**config.mk**
```make
export PLATFORM = sky130hd
export DESIGN_NAME = mem_arb
export DESIGN_NICKNAME = d
export VERILOG_FILES = /design/src/rtl/mem_arb.sv
export SDC_FILE = /design/constraint.sdc
export NUM_CORES = 1
export LEC_CHECK = 0
export ABC_AREA = 1
export BUFFER_PORTS_ARGS = -buffer_cell sky130_fd_sc_hd__buf_2
export CORE_AREA = 2 2 109 111
export CTS_CLUSTER_DIAMETER = 200
export DETAILED_ROUTE_END_ITERATION = 12
export DIE_AREA = 0 0 111 113
export GPL_TIMING_DRIVEN = 0
export PLACE_DENSITY = 0.82
export SETUP_SLACK_MARGIN = 0.02
export SLEW_MARGIN = 15
export SYNTH_ARGS = -nofsm -noshare
export SYNTH_HDL_FRONTEND = slang
export SYNTH_SLANG_ARGS = --single-unit
```
**constraint.sdc**
```tcl
create_clock -name CLK -period 3.8 [get_ports CLK]
set_input_delay 0.19 -clock CLK [delete_from_list [all_inputs] [get_ports CLK]]
set_output_delay 0.19 -clock CLK [all_outputs]
set_load 0.005 [all_outputs]
```
**src/rtl/mem_arb.sv**
```systemverilog
// Two-port SRAM arbiter: CPU data port (P0) and loader port (P1) share one
// single-ported synchronous SRAM. Grants are combinational from registered
// ownership state and the live requests; the owning port may take up to
// MAX_BURST consecutive grants while the other port waits.
module mem_arb #(
    parameter int AWIDTH    = 12,
    parameter int MAX_BURST = 4
) (
    input  logic              CLK,
    input  logic              RSTn,
    input  logic              P0_REQ,
    input  logic              P0_WE,
    input  logic [3:0]        P0_BE,
    input  logic [AWIDTH-1:0] P0_ADDR,
    input  logic [31:0]       P0_WDATA,
    input  logic              P1_REQ,
    input  logic              P1_WE,
    input  logic [3:0]        P1_BE,
    input  logic [AWIDTH-1:0] P1_ADDR,
    input  logic [31:0]       P1_WDATA,
    output logic              P0_GNT,
    output logic              P1_GNT,
    output logic              P0_RVALID,
    output logic              P1_RVALID,
    output logic [31:0]       P0_RDATA,
    output logic [31:0]       P1_RDATA,
    output logic              MEM_CSN,
    output logic              MEM_WEN,
    output logic [3:0]        MEM_BE,
    output logic [AWIDTH-1:0] MEM_ADDR,
    output logic [31:0]       MEM_DI,
    input  logic [31:0]       MEM_DOUT,
    output logic [31:0]       STALL_CNT
);

    typedef enum logic [1:0] {
        IDLE = 2'd0,
        OWN0 = 2'd1,
        OWN1 = 2'd2
    } state_t;

    localparam logic [3:0] MAX_CNT = 4'(MAX_BURST);

    state_t      state_q, state_d;
    logic        last_q, last_d;
    logic [3:0]  cnt_q, cnt_d;
    logic        rd_pend0_q, rd_pend0_d;
    logic        rd_pend1_q, rd_pend1_d;
    logic [31:0] stall_q, stall_d;

    logic        gnt0, gnt1;
    logic        burst_full;

    assign burst_full = (cnt_q == MAX_CNT);

    // Grant decision from ownership state and the current requests.
    always_comb begin
        // NOTE: every combinational output gets a default first so no path
        // leaves it unassigned; that is what keeps latches from being inferred.
        gnt0 = 1'b0;
        gnt1 = 1'b0;
        // Grants are forced low while reset is held, even with requests present.
        if (RSTn) begin
            case (state_q)
                IDLE: begin
                    if (P0_REQ && P1_REQ) begin
                        // Tie goes to the port that was not served last.
                        if (last_q) gnt0 = 1'b1;
                        else        gnt1 = 1'b1;
                    end else begin
                        gnt0 = P0_REQ;
                        gnt1 = P1_REQ;
                    end
                end
                OWN0: begin
                    if (P0_REQ && !(P1_REQ && burst_full)) gnt0 = 1'b1;
                    else if (P1_REQ)                       gnt1 = 1'b1;
                end
                OWN1: begin
                    if (P1_REQ && !(P0_REQ && burst_full)) gnt1 = 1'b1;
                    else if (P0_REQ)                       gnt0 = 1'b1;
                end
                default: begin
                    gnt0 = 1'b0;
                    gnt1 = 1'b0;
                end
            endcase
        end
    end

    // Next ownership, burst count, read-pending flags and stall counter.
    always_comb begin
        state_d    = IDLE;
        last_d     = last_q;
        cnt_d      = cnt_q;
        rd_pend0_d = gnt0 && !P0_WE;
        rd_pend1_d = gnt1 && !P1_WE;
        stall_d    = stall_q;

        if (gnt0) begin
            state_d = OWN0;
            last_d  = 1'b0;
            if (state_q == OWN0) cnt_d = burst_full ? MAX_CNT : cnt_q + 4'd1;
            else                 cnt_d = 4'd1;
        end else if (gnt1) begin
            state_d = OWN1;
            last_d  = 1'b1;
            if (state_q == OWN1) cnt_d = burst_full ? MAX_CNT : cnt_q + 4'd1;
            else                 cnt_d = 4'd1;
        end

        // Wraps naturally at 32 bits.
        if ((P0_REQ && !gnt0) || (P1_REQ && !gnt1)) stall_d = stall_q + 32'd1;
    end

    // State register; last_q resets to 1 so P0 wins the first tie.
    always_ff @(posedge CLK or negedge RSTn) begin
        if (!RSTn) begin
            state_q    <= IDLE;
            last_q     <= 1'b1;
            cnt_q      <= 4'd0;
            rd_pend0_q <= 1'b0;
            rd_pend1_q <= 1'b0;
            stall_q    <= 32'd0;
        end else begin
            // NOTE: clocked state uses non-blocking assignments so every flop
            // samples the pre-edge values regardless of statement order.
            state_q    <= state_d;
            last_q     <= last_d;
            cnt_q      <= cnt_d;
            rd_pend0_q <= rd_pend0_d;
            rd_pend1_q <= rd_pend1_d;
            stall_q    <= stall_d;
        end
    end

    // Memory side driven by the granted port in the same cycle; idle values otherwise.
    always_comb begin
        MEM_CSN  = 1'b1;
        MEM_WEN  = 1'b1;
        MEM_BE   = 4'h0;
        MEM_ADDR = '0;
        MEM_DI   = 32'h0;
        if (gnt0) begin
            MEM_CSN  = 1'b0;
            MEM_WEN  = !P0_WE;
            MEM_BE   = P0_BE;
            MEM_ADDR = P0_ADDR;
            MEM_DI   = P0_WDATA;
        end else if (gnt1) begin
            MEM_CSN  = 1'b0;
            MEM_WEN  = !P1_WE;
            MEM_BE   = P1_BE;
            MEM_ADDR = P1_ADDR;
            MEM_DI   = P1_WDATA;
        end
    end

    assign P0_GNT    = gnt0;
    assign P1_GNT    = gnt1;
    assign P0_RVALID = rd_pend0_q;
    assign P1_RVALID = rd_pend1_q;
    assign P0_RDATA  = rd_pend0_q ? MEM_DOUT : 32'h0;
    assign P1_RDATA  = rd_pend1_q ? MEM_DOUT : 32'h0;
    assign STALL_CNT = stall_q;

endmodule

```
==> results.yml, run 1 <==
power:
  leakagePower_nw: 4.00
  ir_worst_vdd_mv: 0.215
  power_density_nw_per_um2: 290
timing:
  hold_violations: 0
  setup_ws_ns: 1.20
  hold_slack_ns: 0.0695
  fin_crit_sh_pct: 68.4
  maxSlewHeadroom_pct: 60.0
  fin_skew_ns: 0.00865
  period_needed_ns: 2.60
  maxSlewViolCount: 0
  setup-violations-final: 0
  rsz0062_at_grt: "false"
  tightest_slew_ns: 0.600
  fin_setup_tns_ns: 0
  fmax_ghz: 0.385
grt:
  use_met3_pct: 2.62
  grt_max_degree: 48
  grtUsageMet2_pct: 38.6
  grt.busiest_layer: "met2"
  first_global_vias: 4841
  globalRoute.totalOverflow: 0
  antenna_found_initial: 2
  grt_usage_pct: 21.4
  grt_use_met1_pct: 26.8
  grt_pass1_wl_um: 22300
final_layout:
  multi_input_area_um2: 2360
  drive_above_1_share_pct: 31.5
  layout.cells.non_filler: 1160
  seqCellArea_um2: 1030
  finalNetCount: 1152
  fillers: 1194
  final_cell_mix: "nand2_1 (405), buf_2 (294), inv_1 (98)"
  syn_to_final_growth_pct: 45.4
  mostFrequentLayoutCell: "nand2_1"
  final_area_um2: 5710
setup_path:
  start_kind: "input pin"
  crit_required_ns: 3.61
  cp-end-kind: "output port"
  cp_num_cells: 10
  worst-setup-path-type: "input pin to output port"
  cp_slowest_cell: "dlygate4sd3_1"
  cp_top_family: "buffers and inverters"
  path_cells: "dlygate4sd3_1, buf_4, nand2_1, nor2_1, nand2_4, inv_2, clkbuf_1, nand2_1, nand2_1, buf_2"
  cp_max_fo: 47
  worstPathArrival_ns: 2.41
  crit_start: "RSTn"
  rrSetupSlack_ns: 1.73
  crit_buf_inv: 5
  reg2reg_depth: 8
  r2r_start: "STALL_CNT[0]"
  crit_top_cell: "nand2_1"
  crit_end: "MEM_DI[15]"
  r2r_end: "STALL_CNT[16]"
  slowest_delay_ns: 0.52
place:
  dp_hpwl_um: 11400
  portBuffers: 283
  pre_cts_slack_ns: 1.31
  gp_congestion: 0.945
  placed_area_um2: 5520
  place_inst: 1150
drt:
  drc_errors: 0
  drt-total-wl_um: 13900
  drt_first_pass_iters: 5
  viasPerCell: 4.52
  num_vias: 5244
  post_drt_wl_per_cell_um: 12.0
  drt_iter0_markers: 323
  antenna_left: 0
clock_network:
  post_cts_buffers: 0
  cts.sink_count: 41
  clock_latency_ns: 0.28
  clock-root-buffer: "clkbuf_16"
  cts_resized: 0
  cts.clk_slew.worst_paths_ns: 0.06
  cts_tree: "yes"
  numCtsBuffers: 5
  htreeDepth: 2
  clk_path_buf_depth: 2
logic_synthesis:
  yosysWarnings: 0
  synth-seq-area-share_pct: 26.1
  avgSynthCellArea_um2: 5.43
  ys_ff_latch: 41
  synth_nets: 861
  synth.cell_area_um2: 3930
  synthDistinctLibCells: 22
  syn-instance-count: 724
floorplanning:
  io_pins: 284
  core-area_um2: 11300
  num_rows: 39
  start_util_pct: 34.9
  die_area_um2: 12500
  die_h_um: 113
  fp.dieW_um: 111
run:
  maxCapViolCount: 0
worst_hold_path:
  hp-class: "input pin to register"
  hp-start: "P0_WE"
run_status:
  status: "finished clean"
-- flip-flops by register name, indices dropped and copies added, names as in the netlist --
register,cells
last_q,1
P1_RVALID,1
STALL_CNT,32
P0_RVALID,1
cnt_q,4
state_q,2
-- metrics by stage --
step,power [mW],utilization [%]
2_1_floorplan,0.877,-
3_3_place_gp,1.17,49.0
3_5_place_dp,1.17,49.0
4_1_cts,1.68,50.5
5_1_grt,1.79,50.7
6_report,1.66,50.7
-- cell families after synthesis --
family,Yosys count,synth area share [%]
AO/OA/AOI/OAI,9,1.21
XOR/XNOR,16,3.57
adder cells (fa/ha/maj),3,0.956
buffers and inverters,128,13.8
flip-flops,41,26.1
AND/OR/NAND/NOR,527,54.4
-- routing by layer --
metal	up-vias	routed length, um
li1	2733	-
met1	2286	5850
met2	209	6910
met3	16	886
met4	0	228
met5	-	0
-- worst min-delay path by stage --
stage	to	slack (ns)	cells past startpoint
2_1_floorplan	P0_RVALID	-0.11	0
3_3_place_gp	P0_RVALID	0.36	2
3_5_place_dp	P0_RVALID	0.36	2
4_1_cts	P0_RVALID	0.06	2
5_1_grt	P0_RVALID	0.06	2
6_report	P0_RVALID	0.07	2
-- cell usage after synthesis --
cell,instances,share of area [%]
nor3_1,13,1.7
xnor2_1,2,0.45
inv_1,98,9.4
buf_6,6,1.7
ha_1,3,0.96
xor2_1,14,3.1
nand2_4,4,1.1
dfstp_2,1,0.67
nand2_1,405,39
buf_2,12,1.5
nand3b_1,10,1.9
nor2_1,47,4.5
inv_2,4,0.38
a21oi_1,6,0.76
nand3_2,2,0.51
nand4_1,2,0.32
o211ai_1,1,0.19
nand2_2,1,0.16
dfrtp_1,40,25
nand3_1,43,5.5
o21ai_0,2,0.25
clkbuf_1,8,0.76
-- area by class of cell --
class | count | area share (%)
antenna | 1 | 0.0438
tap | 143 | 3.13
inverter | 102 | 6.70
multi-input combinational | 555 | 41.3
timing repair buffer | 284 | 25.0
clock buffer | 7 | 2.50
sequential | 41 | 18.0
clock inverter | 1 | 0.526
buffer | 26 | 2.76
-- power breakdown --
| part | internal (mW) | total [mW] | switching [mW] |
|---|---|---|---|
| registers | 0.481 | 0.541 | 0.0599 |
| logic | 0.263 | 0.625 | 0.362 |
| clock network | 0.328 | 0.493 | 0.165 |
-- what timing repair did --
action / 4_1_cts / 5_1_grt
endpoints found under the hold margin: 0 / 40
setup endpoints to repair: 0 / 0
hold buffers: 0 / 1
Power figures use the tool's default switching activity.
==> inputs of run 2 (changes only) <==
==> constraint.sdc (replaced) <==
create_clock -name CLK -period 2.7 [get_ports CLK]
set_input_delay 0.135 -clock CLK [delete_from_list [all_inputs] [get_ports CLK]]
set_output_delay 0.135 -clock CLK [all_outputs]
set_load 0.005 [all_outputs]
==> results.yml, run 2 (synthesized netlist as in run 1, its figures left out) <==
clock_network:
  clk_path_buf_depth: 2
  cts_resized: 0
  htreeDepth: 2
  cts.clk_slew.worst_paths_ns: 0.06
  clock_latency_ns: 0.28
  cts_tree: "yes"
  clock-root-buffer: "clkbuf_16"
  cts.sink_count: 41
  numCtsBuffers: 5
grt:
  globalRoute.totalOverflow: 0
  antenna_found_initial: 2
  first_global_vias: 4841
  grt_max_degree: 48
  grt_pass1_wl_um: 22300
  grt_usage_pct: 21.4
drt:
  drt-total-wl_um: 14000
  drt_iter0_markers: 347
  post_drt_wl_per_cell_um: 12.1
  drc_errors: 0
  num_vias: 5296
  antenna_left: 0
  viasPerCell: 4.56
  drt_first_pass_iters: 5
setup_path:
  r2r_end: "STALL_CNT[16]"
  start_kind: "register"
  crit_required_ns: 2.57
  crit_start: "cnt_q[0]"
  reg2reg_depth: 8
  crit_end: "MEM_DI[15]"
  cp_max_fo: 10
  worst-setup-path-type: "register to output port"
  rrSetupSlack_ns: 0.63
  cp-end-kind: "output port"
  worstPathArrival_ns: 2.22
  r2r_start: "STALL_CNT[0]"
place:
  portBuffers: 283
  dp_hpwl_um: 11400
  placed_area_um2: 5520
  place_inst: 1150
  gp_congestion: 0.945
power:
  leakagePower_nw: 4.01
  power_density_nw_per_um2: 408
  ir_worst_vdd_mv: 0.301
run_status:
  status: "finished clean"
timing:
  fin_skew_ns: 0.00787
  fmax_ghz: 0.424
  period_needed_ns: 2.36
  tightest_slew_ns: 0.433
  maxSlewViolCount: 0
  setup-violations-final: 0
  hold_slack_ns: 0.0138
  rsz0062_at_grt: "false"
  hold_violations: 0
  maxSlewHeadroom_pct: 71.2
  fin_crit_sh_pct: 87.3
  fin_setup_tns_ns: 0
final_layout:
  finalNetCount: 1153
  layout.cells.non_filler: 1161
  final_cell_mix: "nand2_1 (405), buf_2 (294), inv_1 (98)"
  syn_to_final_growth_pct: 46.1
  mostFrequentLayoutCell: "nand2_1"
  drive_above_1_share_pct: 31.6
  final_area_um2: 5740
  largest_reg_flops: 32
floorplanning:
  die_h_um: 113
  start_util_pct: 34.9
  fp.dieW_um: 111
  die_area_um2: 12500
  io_pins: 284
  num_rows: 39
  core-area_um2: 11300
run:
  maxCapViolCount: 0
worst_hold_path:
  holdPathStages: 2
  hp-class: "input pin to register"
## run 2: cell types whose count changed in the layout (fill, tap and decap cells not counted), sizes merged
cell / before / now
buf: 301 / 302
## run 2: what timing repair did
action                                 CTS  global route
endpoints found under the hold margin    0            40
hold buffers                             0             2
buffers inserted                         0             0
## run 2: critical path, stage by stage (launching register included)
cell,delay (ns)
dfrtp_1,0.41
inv_1,0.08
ha_1,0.22
nand4_1,0.13
nand2_1,0.08
nand2_1,0.04
nand2_1,0.11
nand2_4,0.09
inv_2,0.12
clkbuf_1,0.33
nand2_1,0.14
nand2_1,0.08
buf_2,0.11
## run 2: layer usage
layer / wire length [um] / track usage, % / up-vias / share of wire [%]
met2: 6970 / 38.6 / 216 / 50
met4: 211 / 6.42 / 0 / 1.5
met5: 0 / 0 / - / 0
met3: 888 / 2.62 / 12 / 6.3
met1: 5950 / 26.8 / 2335 / 42
li1: - / - / 2733 / -
## run 2: worst min-delay path by stage
stage,from,to,slack (ns)
2_1_floorplan,RSTn,P0_RVALID,-0.16
3_3_place_gp,P0_WE,P0_RVALID,0.30
3_5_place_dp,P0_WE,P0_RVALID,0.31
4_1_cts,P0_WE,P0_RVALID,0.003
5_1_grt,P0_WE,P0_RVALID,0.0004
6_report,P0_WE,P0_RVALID,0.01
## run 2: where the power goes
part | switching [mW] | total [mW] | internal [mW] | leakage (nW)
clock network | 0.232 | 0.694 | 0.462 | 0.0841
logic | 0.512 | 0.887 | 0.375 | 3.37
registers | 0.0833 | 0.760 | 0.677 | 0.557
total | 0.828 | 2.34 | 1.51 | 4.01
## run 2: final cells by class
cell class,instances,area (um^2)
sequential,41,1030
clock buffer,7,143
buffer,26,158
inverter,102,383
multi-input combinational,555,2360
timing repair buffer,285,1460
antenna,1,2.50
tap,143,179
clock inverter,1,30.0
fill,1190,5530
## run 2: through the flow
stage	util (%)	power [mW]	setup WS (ns)
6_report	50.9	2.34	0.344
5_1_grt	50.9	2.52	0.0868
4_1_cts	50.5	2.36	0.291
3_5_place_dp	49.0	1.65	0.319
3_3_place_gp	49.0	1.64	0.329
2_1_floorplan	-	1.23	1.03
==> inputs of run 3 (changes only) <==
==> constraint.sdc (replaced) <==
create_clock -name CLK -period 2.7 [get_ports CLK]
set_input_delay 0.135 -clock CLK [delete_from_list [all_inputs] [get_ports CLK]]
set_output_delay 0.135 -clock CLK [all_outputs]
set_load 0.05 [all_outputs]
==> results.yml, run 3 (synthesized netlist as in run 1, its figures left out) <==
run_status:
  status: "finished clean"
clock_network:
  cts_tree: "yes"
  clock_latency_ns: 0.28
  htreeDepth: 2
  clock-root-buffer: "clkbuf_16"
  clk_path_buf_depth: 2
  cts.clk_slew.worst_paths_ns: 0.06
  numCtsBuffers: 5
  cts.sink_count: 41
floorplanning:
  fp.dieW_um: 111
  io_pins: 284
  die_h_um: 113
  start_util_pct: 34.9
  num_rows: 39
  die_area_um2: 12500
  core-area_um2: 11300
worst_hold_path:
  hp-class: "input pin to register"
drt:
  drc_errors: 0
  antenna_left: 0
  drt-total-wl_um: 14000
  viasPerCell: 4.56
  post_drt_wl_per_cell_um: 12.1
  num_vias: 5294
  drt_first_pass_iters: 5
  drt_iter0_markers: 346
final_layout:
  finalNetCount: 1153
  fillers: 1186
  final_cell_mix: "nand2_1 (405), buf_2 (291), inv_1 (98)"
  post-route-util_pct: 51.0
  syn_to_final_growth_pct: 46.3
  mostFrequentLayoutCell: "nand2_1"
  largest_reg_flops: 32
  drive_above_1_share_pct: 31.8
grt:
  grt_pass1_wl_um: 22300
  globalRoute.totalOverflow: 0
  antenna_found_initial: 2
  grt_max_degree: 48
  first_global_vias: 4841
  grt_usage_pct: 21.4
place:
  pre_cts_slack_ns: 0.168
  dp_hpwl_um: 11400
  portBuffers: 283
  gp_congestion: 0.945
timing:
  fin_crit_sh_pct: 91.0
  setup-violations-final: 0
  setup_ws_ns: 0.244
  hold_violations: 0
  fin_setup_tns_ns: 0
  fin_skew_ns: 0.00835
  period_needed_ns: 2.46
  fmax_ghz: 0.407
  rsz0062_at_grt: "false"
  tightest_slew_ns: 0.434
  maxSlewHeadroom_pct: 71.1
  maxSlewViolCount: 0
setup_path:
  start_kind: "register"
  worstPathArrival_ns: 2.32
  cp_max_fo: 10
  crit_required_ns: 2.57
  cp-end-kind: "output port"
  rrSetupSlack_ns: 0.62
  worst-setup-path-type: "register to output port"
power:
  ir_worst_vdd_mv: 0.567
  power_density_nw_per_um2: 517
  leakagePower_nw: 4.02
run:
  maxCapViolCount: 0
-- run 3: cell types whose count changed in the layout (fill, tap and decap cells not counted), sizes merged --
cell	previous run	this run
clkbuf	15	18
buf	302	299
-- run 3: metrics by stage --
step	power, mW	instances	hold slack, ns	instance area [um^2]
floorplan	1.85	724	-0.161	3930
global placement	2.27	1150	0.302	5520
detailed placement	2.28	1150	0.305	5520
CTS	2.99	1158	0.00305	5700
global route	3.15	1161	0.000360	5750
finish	2.97	1161	0.0139	5750
-- run 3: layout make-up --
class | count | area [um^2] | area share [%]
Clock buffer | 7 | 143 | 2.48
Inverter | 102 | 383 | 6.66
Antenna cell | 1 | 2.50 | 0.0435
Sequential cell | 41 | 1030 | 17.9
Tap cell | 143 | 179 | 3.11
Timing Repair Buffer | 285 | 1460 | 25.5
Multi-Input combinational cell | 555 | 2360 | 41.1
Clock inverter | 1 | 30.0 | 0.522
Buffer | 26 | 160 | 2.79
-- run 3: worst paths after layout --
check                              from       endpoint  cells past startpoint
max                            cnt_q[0]     MEM_DI[27]                     13
min                               P0_WE      P0_RVALID                      2
max reg2reg                STALL_CNT[0]  STALL_CNT[16]                      8
min reg2reg                      last_q         last_q                      2
max in group asynchronous          RSTn      P0_RVALID                      3
min in group asynchronous          RSTn         last_q                      2
-- run 3: repair_timing --
action	4_1_cts	5_1_grt
buffers inserted	0	0
resized for setup	0	7
endpoints found under the hold margin	0	40
hold buffers	0	2
endpoints found under the setup margin	0	21
-- run 3: per-layer routing --
metal  GRT usage [%]  share of wire, %  up-vias
met2            38.6                50      222
met3            2.62               6.4       14
met4            6.42               1.6        0
met5               0                 0        -
li1                -                 -     2735
met1            26.8                42     2323
-- run 3: worst max-delay path, stage by stage, from the launching register on --
cell,delay [ns]
dfrtp_1,0.41
inv_1,0.08
ha_1,0.22
nand4_1,0.13
nand2_1,0.08
nand2_1,0.04
nand2_1,0.11
nand2_4,0.09
inv_2,0.12
buf_6,0.14
buf_2,0.20
nand2_1,0.09
nand2_1,0.07
buf_2,0.26
-- run 3: where the power goes --
group | total (mW) | internal [mW] | switching [mW]
Sequential | 0.761 | 0.677 | 0.0841
Combinational | 1.52 | 0.384 | 1.13
Clock | 0.694 | 0.462 | 0.232
